[src/rtl/pix_pkg.sv]
// ---------------------------------------------------------------------------
// pix_pkg
// Shared definitions for the pixel burst packer: the RGB565 pixel width, the
// 22-bit word address width and the read FSM state encoding.
// No ports (package).
// ---------------------------------------------------------------------------
package pix_pkg;

    localparam int PIX_W  = 16;   // RGB565 pixel / memory word width
    localparam int ADDR_W = 22;   // word address width

    typedef logic [PIX_W-1:0]  pixel_t;
    typedef logic [ADDR_W-1:0] addr_t;

    // Read FSM encoding
    localparam logic [1:0] ST_IDLE = 2'd0;
    localparam logic [1:0] ST_REQ  = 2'd1;
    localparam logic [1:0] ST_XFER = 2'd2;

endpackage

[src/rtl/pix_burst_packer_if.sv]
// ---------------------------------------------------------------------------
// pix_burst_packer_if
// Bundles the camera-side pixel inputs and the burst-side request/pop bus of
// the pixel burst packer.
//   pix_vsync, pix_valid, pix_data : camera frame sync, strobe, RGB565 pixel
//   burst_req, burst_addr          : burst ready + start word address
//   burst_ack, rd_en, rd_data      : request accept, word pop, popped word
//   frame_done, overflow           : end-of-frame pulse, sticky drop flag
// Modports: slave = the packer, master = the camera/memory side driving it.
// ---------------------------------------------------------------------------
interface pix_burst_packer_if;
    import pix_pkg::*;

    logic   pix_vsync;
    logic   pix_valid;
    pixel_t pix_data;
    logic   burst_req;
    addr_t  burst_addr;
    logic   burst_ack;
    logic   rd_en;
    pixel_t rd_data;
    logic   frame_done;
    logic   overflow;

    modport slave (
        input  pix_vsync, pix_valid, pix_data, burst_ack, rd_en,
        output burst_req, burst_addr, rd_data, frame_done, overflow
    );

    modport master (
        output pix_vsync, pix_valid, pix_data, burst_ack, rd_en,
        input  burst_req, burst_addr, rd_data, frame_done, overflow
    );

endinterface

[src/rtl/pix_burst_packer_sync_fifo.sv]
// ---------------------------------------------------------------------------
// sync_fifo
// Single-clock FIFO with an array store and a registered read port (data is
// valid the cycle after a pop). A write while full is accepted only when a
// pop happens in the same cycle; a pop while empty is ignored.
//   clk, rst         : clock, asynchronous active-high reset
//   flush            : synchronous clear of pointers and fill count
//   wr_en, wr_data   : push request and data
//   rd_en, rd_data   : pop request and registered data
//   full, empty      : status
//   count            : fill level, log2(DEPTH)+1 bits
// ---------------------------------------------------------------------------
module sync_fifo #(
    parameter int WIDTH = 16,
    parameter int DEPTH = 8
) (
    input  logic                   clk,
    input  logic                   rst,
    input  logic                   flush,
    input  logic                   wr_en,
    input  logic [WIDTH-1:0]       wr_data,
    input  logic                   rd_en,
    output logic [WIDTH-1:0]       rd_data,
    output logic                   full,
    output logic                   empty,
    output logic [$clog2(DEPTH):0] count
);

    localparam int AW = $clog2(DEPTH);
    localparam logic [AW:0] DEPTH_CNT = (AW+1)'(DEPTH);

    logic [WIDTH-1:0] mem [DEPTH];
    logic [AW-1:0]    wr_ptr_reg;
    logic [AW-1:0]    rd_ptr_reg;
    logic [AW:0]      count_reg;
    logic [WIDTH-1:0] rd_data_reg;
    logic             do_wr;
    logic             do_rd;

    assign full  = (count_reg == DEPTH_CNT);
    assign empty = (count_reg == '0);
    assign do_rd = rd_en && !empty;
    // When full, the slot being read this cycle frees room for the write.
    assign do_wr = wr_en && (!full || do_rd);

    // Storage kept free of reset so it maps onto block RAM.
    always_ff @(posedge clk) begin
        if (do_wr && !flush) begin
            mem[wr_ptr_reg] <= wr_data;
        end
    end

    always_ff @(posedge clk or posedge rst) begin
        if (rst) begin
            wr_ptr_reg  <= '0;
            rd_ptr_reg  <= '0;
            count_reg   <= '0;
            rd_data_reg <= '0;
        end else if (flush) begin
            wr_ptr_reg <= '0;
            rd_ptr_reg <= '0;
            count_reg  <= '0;
        end else begin
            if (do_wr) begin
                wr_ptr_reg <= wr_ptr_reg + AW'(1);
            end
            if (do_rd) begin
                rd_ptr_reg  <= rd_ptr_reg + AW'(1);
                rd_data_reg <= mem[rd_ptr_reg];
            end
            case ({do_wr, do_rd})
                2'b10:   count_reg <= count_reg + (AW+1)'(1);
                2'b01:   count_reg <= count_reg - (AW+1)'(1);
                default: count_reg <= count_reg;
            endcase
        end
    end

    assign rd_data = rd_data_reg;
    assign count   = count_reg;

endmodule

[src/rtl/pix_burst_packer.sv]
// ---------------------------------------------------------------------------
// pix_burst_packer
// Buffers RGB565 camera pixels and hands them to a memory writer in fixed
// bursts of BURST_LEN words at consecutive word addresses starting from
// BASE_ADDR on every frame.
//   sys_clk, sys_rst : clock, asynchronous active-high reset
//   bus (slave)      : pixel inputs, burst request/ack, word pop, rd_data,
//                      frame_done pulse, sticky overflow flag
// ---------------------------------------------------------------------------
module pix_burst_packer
    import pix_pkg::*;
#(
    parameter int          IMG_W      = 640,
    parameter int          IMG_H      = 480,
    parameter int          BURST_LEN  = 64,
    parameter int          FIFO_DEPTH = 256,
    parameter logic [ADDR_W-1:0] BASE_ADDR = 22'h0
) (
    input  logic              sys_clk,
    input  logic              sys_rst,
    pix_burst_packer_if.slave bus
);

    localparam int TOTAL  = IMG_W * IMG_H;
    localparam int NBURST = TOTAL / BURST_LEN;
    localparam int PCNT_W = $clog2(TOTAL + 1);
    localparam int BEAT_W = $clog2(BURST_LEN) + 1;
    localparam int BCNT_W = $clog2(NBURST) + 1;
    localparam int CNT_W  = $clog2(FIFO_DEPTH) + 1;

    localparam logic [PCNT_W-1:0] TOTAL_PIX  = PCNT_W'(TOTAL);
    localparam logic [BEAT_W-1:0] BEAT_LAST  = BEAT_W'(BURST_LEN - 1);
    localparam logic [BCNT_W-1:0] BURST_LAST = BCNT_W'(NBURST - 1);
    localparam logic [CNT_W-1:0]  BURST_CNT  = CNT_W'(BURST_LEN);
    localparam addr_t             ADDR_STEP  = ADDR_W'(BURST_LEN);

    logic              vsync_reg;
    logic              vsync_prev_reg;
    logic [1:0]        state_reg;
    logic              pending_reg;
    logic              armed_reg;      // a frame start has been applied since reset
    logic              overflow_reg;
    logic              frame_done_reg;
    addr_t             addr_reg;
    logic [PCNT_W-1:0] pix_cnt_reg;
    logic [BEAT_W-1:0] beat_reg;
    logic [BCNT_W-1:0] burst_cnt_reg;

    logic              frame_start;
    logic              apply_start;
    logic              pix_accept;
    logic              push;
    logic              pop;
    logic              drop;
    logic              fifo_full;
    logic              fifo_empty;
    logic [CNT_W-1:0]  fifo_count;
    pixel_t            fifo_rd_data;

    // Edge taken between two registered copies, so it acts one cycle late.
    assign frame_start = vsync_reg && !vsync_prev_reg;
    // A frame start (fresh or held pending) is only acted on in IDLE.
    assign apply_start = (state_reg == ST_IDLE) && (frame_start || pending_reg);

    // Pixels count against the frame until IMG_W*IMG_H are seen, dropped or not.
    assign pix_accept = bus.pix_valid && armed_reg && (pix_cnt_reg != TOTAL_PIX)
                        && !apply_start;
    assign pop  = bus.rd_en && (state_reg == ST_XFER) && !fifo_empty;
    assign push = pix_accept && (!fifo_full || pop);
    assign drop = pix_accept && fifo_full && !pop;

    sync_fifo #(
        .WIDTH (PIX_W),
        .DEPTH (FIFO_DEPTH)
    ) u_fifo (
        .clk     (sys_clk),
        .rst     (sys_rst),
        .flush   (apply_start),
        .wr_en   (push),
        .wr_data (bus.pix_data),
        .rd_en   (pop),
        .rd_data (fifo_rd_data),
        .full    (fifo_full),
        .empty   (fifo_empty),
        .count   (fifo_count)
    );

    always_ff @(posedge sys_clk or posedge sys_rst) begin
        if (sys_rst) begin
            vsync_reg      <= 1'b0;
            vsync_prev_reg <= 1'b0;
            state_reg      <= ST_IDLE;
            pending_reg    <= 1'b0;
            armed_reg      <= 1'b0;
            overflow_reg   <= 1'b0;
            frame_done_reg <= 1'b0;
            addr_reg       <= BASE_ADDR;
            pix_cnt_reg    <= '0;
            beat_reg       <= '0;
            burst_cnt_reg  <= '0;
        end else begin
            vsync_reg      <= bus.pix_vsync;
            vsync_prev_reg <= vsync_reg;
            frame_done_reg <= 1'b0;

            if (pix_accept) begin
                pix_cnt_reg <= pix_cnt_reg + PCNT_W'(1);
            end
            if (drop) begin
                overflow_reg <= 1'b1;
            end
            // Includes the last beat of XFER: the flag is then applied in IDLE.
            if (frame_start && (state_reg != ST_IDLE)) begin
                pending_reg <= 1'b1;
            end

            case (state_reg)
                ST_IDLE: begin
                    if (apply_start) begin
                        pending_reg   <= 1'b0;
                        armed_reg     <= 1'b1;
                        overflow_reg  <= 1'b0;
                        addr_reg      <= BASE_ADDR;
                        pix_cnt_reg   <= '0;
                        burst_cnt_reg <= '0;
                    end else if (fifo_count >= BURST_CNT) begin
                        state_reg <= ST_REQ;
                    end
                end
                ST_REQ: begin
                    if (bus.burst_ack) begin
                        state_reg <= ST_XFER;
                        beat_reg  <= '0;
                    end
                end
                ST_XFER: begin
                    if (pop) begin
                        beat_reg <= beat_reg + BEAT_W'(1);
                        if (beat_reg == BEAT_LAST) begin
                            state_reg     <= ST_IDLE;
                            addr_reg      <= addr_reg + ADDR_STEP;
                            burst_cnt_reg <= burst_cnt_reg + BCNT_W'(1);
                            // The frame's last burst carries pixel IMG_W*IMG_H.
                            if (burst_cnt_reg == BURST_LAST) begin
                                frame_done_reg <= 1'b1;
                            end
                        end
                    end
                end
                default: state_reg <= ST_IDLE;
            endcase
        end
    end

    assign bus.burst_req  = (state_reg == ST_REQ);
    assign bus.burst_addr = addr_reg;
    assign bus.rd_data    = fifo_rd_data;
    assign bus.frame_done = frame_done_reg;
    assign bus.overflow   = overflow_reg;

endmodule

[src/flat_wrapper.sv]
// flat-port wrapper written by rule: the top's interface ports become plain ports
module pix_burst_packer_flat import pix_pkg::*;
#(
    parameter int          IMG_W      = 640,
    parameter int          IMG_H      = 480,
    parameter int          BURST_LEN  = 64,
    parameter int          FIFO_DEPTH = 256,
    parameter logic [ADDR_W-1:0] BASE_ADDR = 22'h0
)
  (sys_clk, sys_rst, bus_pix_vsync, bus_pix_valid, bus_pix_data, bus_burst_ack, bus_rd_en, bus_burst_req, bus_burst_addr, bus_rd_data, bus_frame_done, bus_overflow);
  pix_burst_packer_if bus_i ();
  input  logic sys_clk;
  input  logic sys_rst;
  input wire logic [$bits(bus_i.pix_vsync)-1:0] bus_pix_vsync;
  input wire logic [$bits(bus_i.pix_valid)-1:0] bus_pix_valid;
  input wire logic [$bits(bus_i.pix_data)-1:0] bus_pix_data;
  input wire logic [$bits(bus_i.burst_ack)-1:0] bus_burst_ack;
  input wire logic [$bits(bus_i.rd_en)-1:0] bus_rd_en;
  output wire logic [$bits(bus_i.burst_req)-1:0] bus_burst_req;
  output wire logic [$bits(bus_i.burst_addr)-1:0] bus_burst_addr;
  output wire logic [$bits(bus_i.rd_data)-1:0] bus_rd_data;
  output wire logic [$bits(bus_i.frame_done)-1:0] bus_frame_done;
  output wire logic [$bits(bus_i.overflow)-1:0] bus_overflow;
  assign bus_i.pix_vsync = bus_pix_vsync;
  assign bus_i.pix_valid = bus_pix_valid;
  assign bus_i.pix_data = bus_pix_data;
  assign bus_i.burst_ack = bus_burst_ack;
  assign bus_i.rd_en = bus_rd_en;
  assign bus_burst_req = bus_i.burst_req;
  assign bus_burst_addr = bus_i.burst_addr;
  assign bus_rd_data = bus_i.rd_data;
  assign bus_frame_done = bus_i.frame_done;
  assign bus_overflow = bus_i.overflow;
  pix_burst_packer #(.IMG_W(IMG_W), .IMG_H(IMG_H), .BURST_LEN(BURST_LEN), .FIFO_DEPTH(FIFO_DEPTH), .BASE_ADDR(BASE_ADDR)) u_core (.sys_clk(sys_clk), .sys_rst(sys_rst), .bus(bus_i));
endmodule
[config.mk]
export PLATFORM = sky130hd
export DESIGN_NAME = pix_burst_packer_flat
export DESIGN_NICKNAME = d
export VERILOG_FILES = /design/src/rtl/pix_pkg.sv /design/src/rtl/pix_burst_packer_if.sv /design/src/rtl/pix_burst_packer_sync_fifo.sv /design/src/rtl/pix_burst_packer.sv /design/src/flat_wrapper.sv
export SDC_FILE = /design/constraint.sdc
export NUM_CORES = 2
export LEC_CHECK = 0
export CORE_AREA = 2 2 683 685
export CTS_BUF_LIST = sky130_fd_sc_hd__clkbuf_16
export DETAILED_ROUTE_END_ITERATION = 6
export DIE_AREA = 0 0 685 687
export GPL_ROUTABILITY_DRIVEN = 0
export PLACE_DENSITY = 0.46
export SYNTH_ARGS = -nofsm -noshare
export SYNTH_HDL_FRONTEND = slang
export SYNTH_SLANG_ARGS = --single-unit
export TNS_END_PERCENT = 5
[constraint.sdc]
create_clock -name sys_clk -period 5.05 [get_ports sys_clk]
set_input_delay 1.2625 -clock sys_clk [delete_from_list [all_inputs] [get_ports sys_clk]]
set_output_delay 1.2625 -clock sys_clk [all_outputs]
set_load 0.03 [all_outputs]
==> flow_metrics.env <==
export IMPL_final_min_period_over_clock_period=0.912
export IMPL_maxCapViolations=0
export IMPL_post_route_cells_drive_above_1_share=0.275
export IMPL_dr_drc_count=0
export IMPL_flip_flop_count_of_the_largest_register_after_layout=4096
export IMPL_synth_area_leader="edfxtp_1"
export IMPL_cts_root_to_sink_buffers=4
export IMPL_crit_type="flop to flop"
export IMPL_setup_viol_count_final=0
export IMPL_post_cts_buffers=0
export IMPL_cts_tree="yes"
export IMPL_final_max_slew_violation_count=1
export IMPL_design_area_um2=188000
export IMPL_sequential_cell_area_um2=126000
export IMPL_route_vias_total=80400
export IMPL_synthesis_instances=7464
export IMPL_synth_seq_cells=4201
export IMPL_finalPower_mw=83.3
export IMPL_dp_cells=13900
export IMPL_period_minus_slack_ns=4.60
export IMPL_drtAntennaViolNets=0
export IMPL_ys_async_sr_fraction=0.0250
export IMPL_core_area_um2=463000
export IMPL_first_pass_iters=6
export IMPL_avgViaCountPerCell=5.46
export IMPL_synth_flop_cell="edfxtp_1"
export IMPL_yosysSeqAreaShare=0.779
export IMPL_synthToLayoutAreaGrowth_pct=16.7
export IMPL_synth_largest_type_area_fraction=0.762
export IMPL_grt_usage=0.201
export IMPL_grt_antenna_before_repair=32
export IMPL_netlist_area_um2=161000
export IMPL_timing_hold_violations_final=0
export IMPL_worst_endpoint_required_ns=5.99
export IMPL_cp_data_arrival_time_ns=5.55
export IMPL_rows=250
export IMPL_fin_cells=14700
export IMPL_wl_per_cell_um=32.7
export IMPL_clk_insertion_delay_late_ns=1.02
export IMPL_fin_nets=8196
export IMPL_result_of_the_run="complete, but fails checks"
export IMPL_die_width_um=685
export IMPL_dpl_cell_area_um2=174000
export IMPL_synth_lib_cells_used_distinct=69
export IMPL_synth_edf_count=4096
export IMPL_final_fill_count=40700
export IMPL_cp_max_fo=17
export IMPL_io_pins=63
export IMPL_critical_path_slowest_cell="nor4_1"
export IMPL_die_h_um=687
export IMPL_static_leakage_power_nw=58.2
export IMPL_clk_pin_slew_ns=0.06
export IMPL_worstSetupEndpointType="flop"
export IMPL_die_area_um2=471000
export IMPL_start_kind="flop"
export IMPL_maxClockFrequency_ghz=0.217
export IMPL_grt_max_degree=116
export IMPL_yosysMostFrequentCell="edfxtp_1"
export IMPL_pwr_density_cell_nw_per_um2=442
export IMPL_via_count_of_the_first_global_routing_pass=81500
export IMPL_failed_checks="max-slew violations"
export IMPL_synthTopCellsByArea="edfxtp_1 76%, mux4_2 13%, mux2i_1 2.0%"
export IMPL_timing_worst_slew_pin_value_ns=1.52
export IMPL_critical_path_max_stage_delay_ns=0.92
export IMPL_initial_core_util=0.349
export IMPL_grt_overflow_total=0
export IMPL_wl_um=482000
export IMPL_worst_clock_skew_ns=0.0596
export IMPL_max_slew_margin_rel=-0.0105
export IMPL_synth_warnings=0
export IMPL_dp_hpwl_um=298000
export IMPL_worst_hold_path_type="flop to flop"
export IMPL_numPortBuffers=56
export IMPL_yosys_top_cells_count="4096 x edfxtp_1, 936 x mux4_2, 349 x nor2_1, 317 x mux2i_1, 183 x a22oi_1"
export IMPL_grt_first_pass_wirelength_um=666000
export IMPL_rsz0062_at_grt="no"
export IMPL_cts_sink_count=4201
export IMPL_cts_htree_levels=5
export IMPL_critical_path_most_common_cell="buf_4"
export IMPL_crit_path_cell_trace="buf_4 > buf_4 > mux4_2 > o22ai_1 > nor4_1 > nand2_1 > nor3_1 > or3_1"
export IMPL_multiInputGateArea_um2=33900
export IMPL_cts_buffers=446
export IMPL_worst_ir_drop_vdd_mv=0.312
export IMPL_drtIter0Drc=8953
export IMPL_cts_root_buf="clkbuf_16"
export IMPL_postSynthAreaPerCell_um2=21.6
==> metrics by stage <==
stage,setup slack (ns),hold slack [ns],util,setup TNS (ns)
floorplan,0.837,0.347,-,0
global placement,-0.0212,0.360,0.375,-0.0212
detailed placement,0.0136,0.362,0.375,0
CTS,0.291,0.371,0.407,0
global route,0.287,0.389,0.407,0
finish,0.446,0.366,0.407,0
==> logic make-up (layout without fill, tap and decap cells) <==
family / Yosys count / count (layout) / share of synthesized area
adders and majority gates: 19 / 19 / 0.00152
xor gates and xnor gates: 60 / 60 / 0.00326
AOI/OAI and AO/OA: 683 / 683 / 0.0296
buffers and inverters: 443 / 1505 / 0.0137
and+or+nand+nor: 792 / 792 / 0.0223
DFF: 4201 / 4201 / 0.779
muxes: 1265 / 1265 / 0.151
other: 1 / 22 / 0.0000232
==> routing by layer <==
layer	routed length, µm	GRT usage	vias to the layer above
met3	30100	0.0336	567
met5	69	0	-
met2	226000	0.319	2681
met4	11600	0.0484	10
met1	214000	0.291	44300
li1	-	-	32900
==> layout by cell type, fill, tap and decap left out, types with 30 or more instances in the layout <==
cell type,count
a211oi_1,67
a21oi_1,96
a221oi_1,60
a22o_1,37
a22oi_1,183
and3_1,30
buf_12,83
buf_4,525
bufinv_16,52
clkbuf_16,456
clkdlybuf4s50_1,40
clkinv_1,98
clkinv_2,101
dfrtp_1,99
edfxtp_1,4096
inv_1,92
mux2i_1,317
mux4_2,936
nand2_1,146
nand3_1,93
nand4_1,36
nor2_1,260
nor2_2,87
nor3_1,35
o21ai_0,53
o22ai_1,119
xor2_1,42
==> worst max-delay path: cells and delay by family (launching register included) <==
family                 cells  cell delay (ns)
AOI/OAI and AO/OA          1             0.23
muxes                      1             0.31
and+or+nand+nor            4             2.32
buffers and inverters      2             0.78
DFF                        1             0.83
==> what timing repair did <==
item	4_1_cts	5_1_grt
hold buffers	0	0
resized for setup	1	0
setup endpoints to repair	1	0
==> cell type report <==
class                           instances  share of cell area
Sequential cell                      4201               0.667
Clock buffer                          456              0.0606
Timing Repair Buffer                  664              0.0332
Multi-Input combinational cell       2825               0.180
Tap cell                             6174              0.0410
Clock inverter                        368              0.0170
Antenna cell                           16            0.000213
Inverter                               17            0.000366
==> power by group <==
part | switching (mW) | internal (mW)
Combinational | 6.84 | 4.71
Sequential | 0.487 | 38.5
Clock | 13.7 | 19.0
==> path summary, 6_finish.rpt <==
path / endpoint / depth (start not counted) / start / slack [ns]
setup / recovery: u_core.u_fifo.rd_data[9] / 8 / u_core.u_fifo.rd_ptr_reg[0] / 0.45
hold / removal: u_core.vsync_prev_reg / 0 / u_core.vsync_reg / 0.37
setup reg to reg: u_core.u_fifo.rd_data[9] / 8 / u_core.u_fifo.rd_ptr_reg[0] / 0.45
hold reg to reg: u_core.vsync_prev_reg / 0 / u_core.vsync_reg / 0.37
max in group asynchronous: u_core.u_fifo.rd_data[4] / 3 / sys_rst / 3.25
min in group asynchronous: u_core.burst_cnt_reg[11] / 2 / sys_rst / 0.87
(Power assumes the default switching activity.)
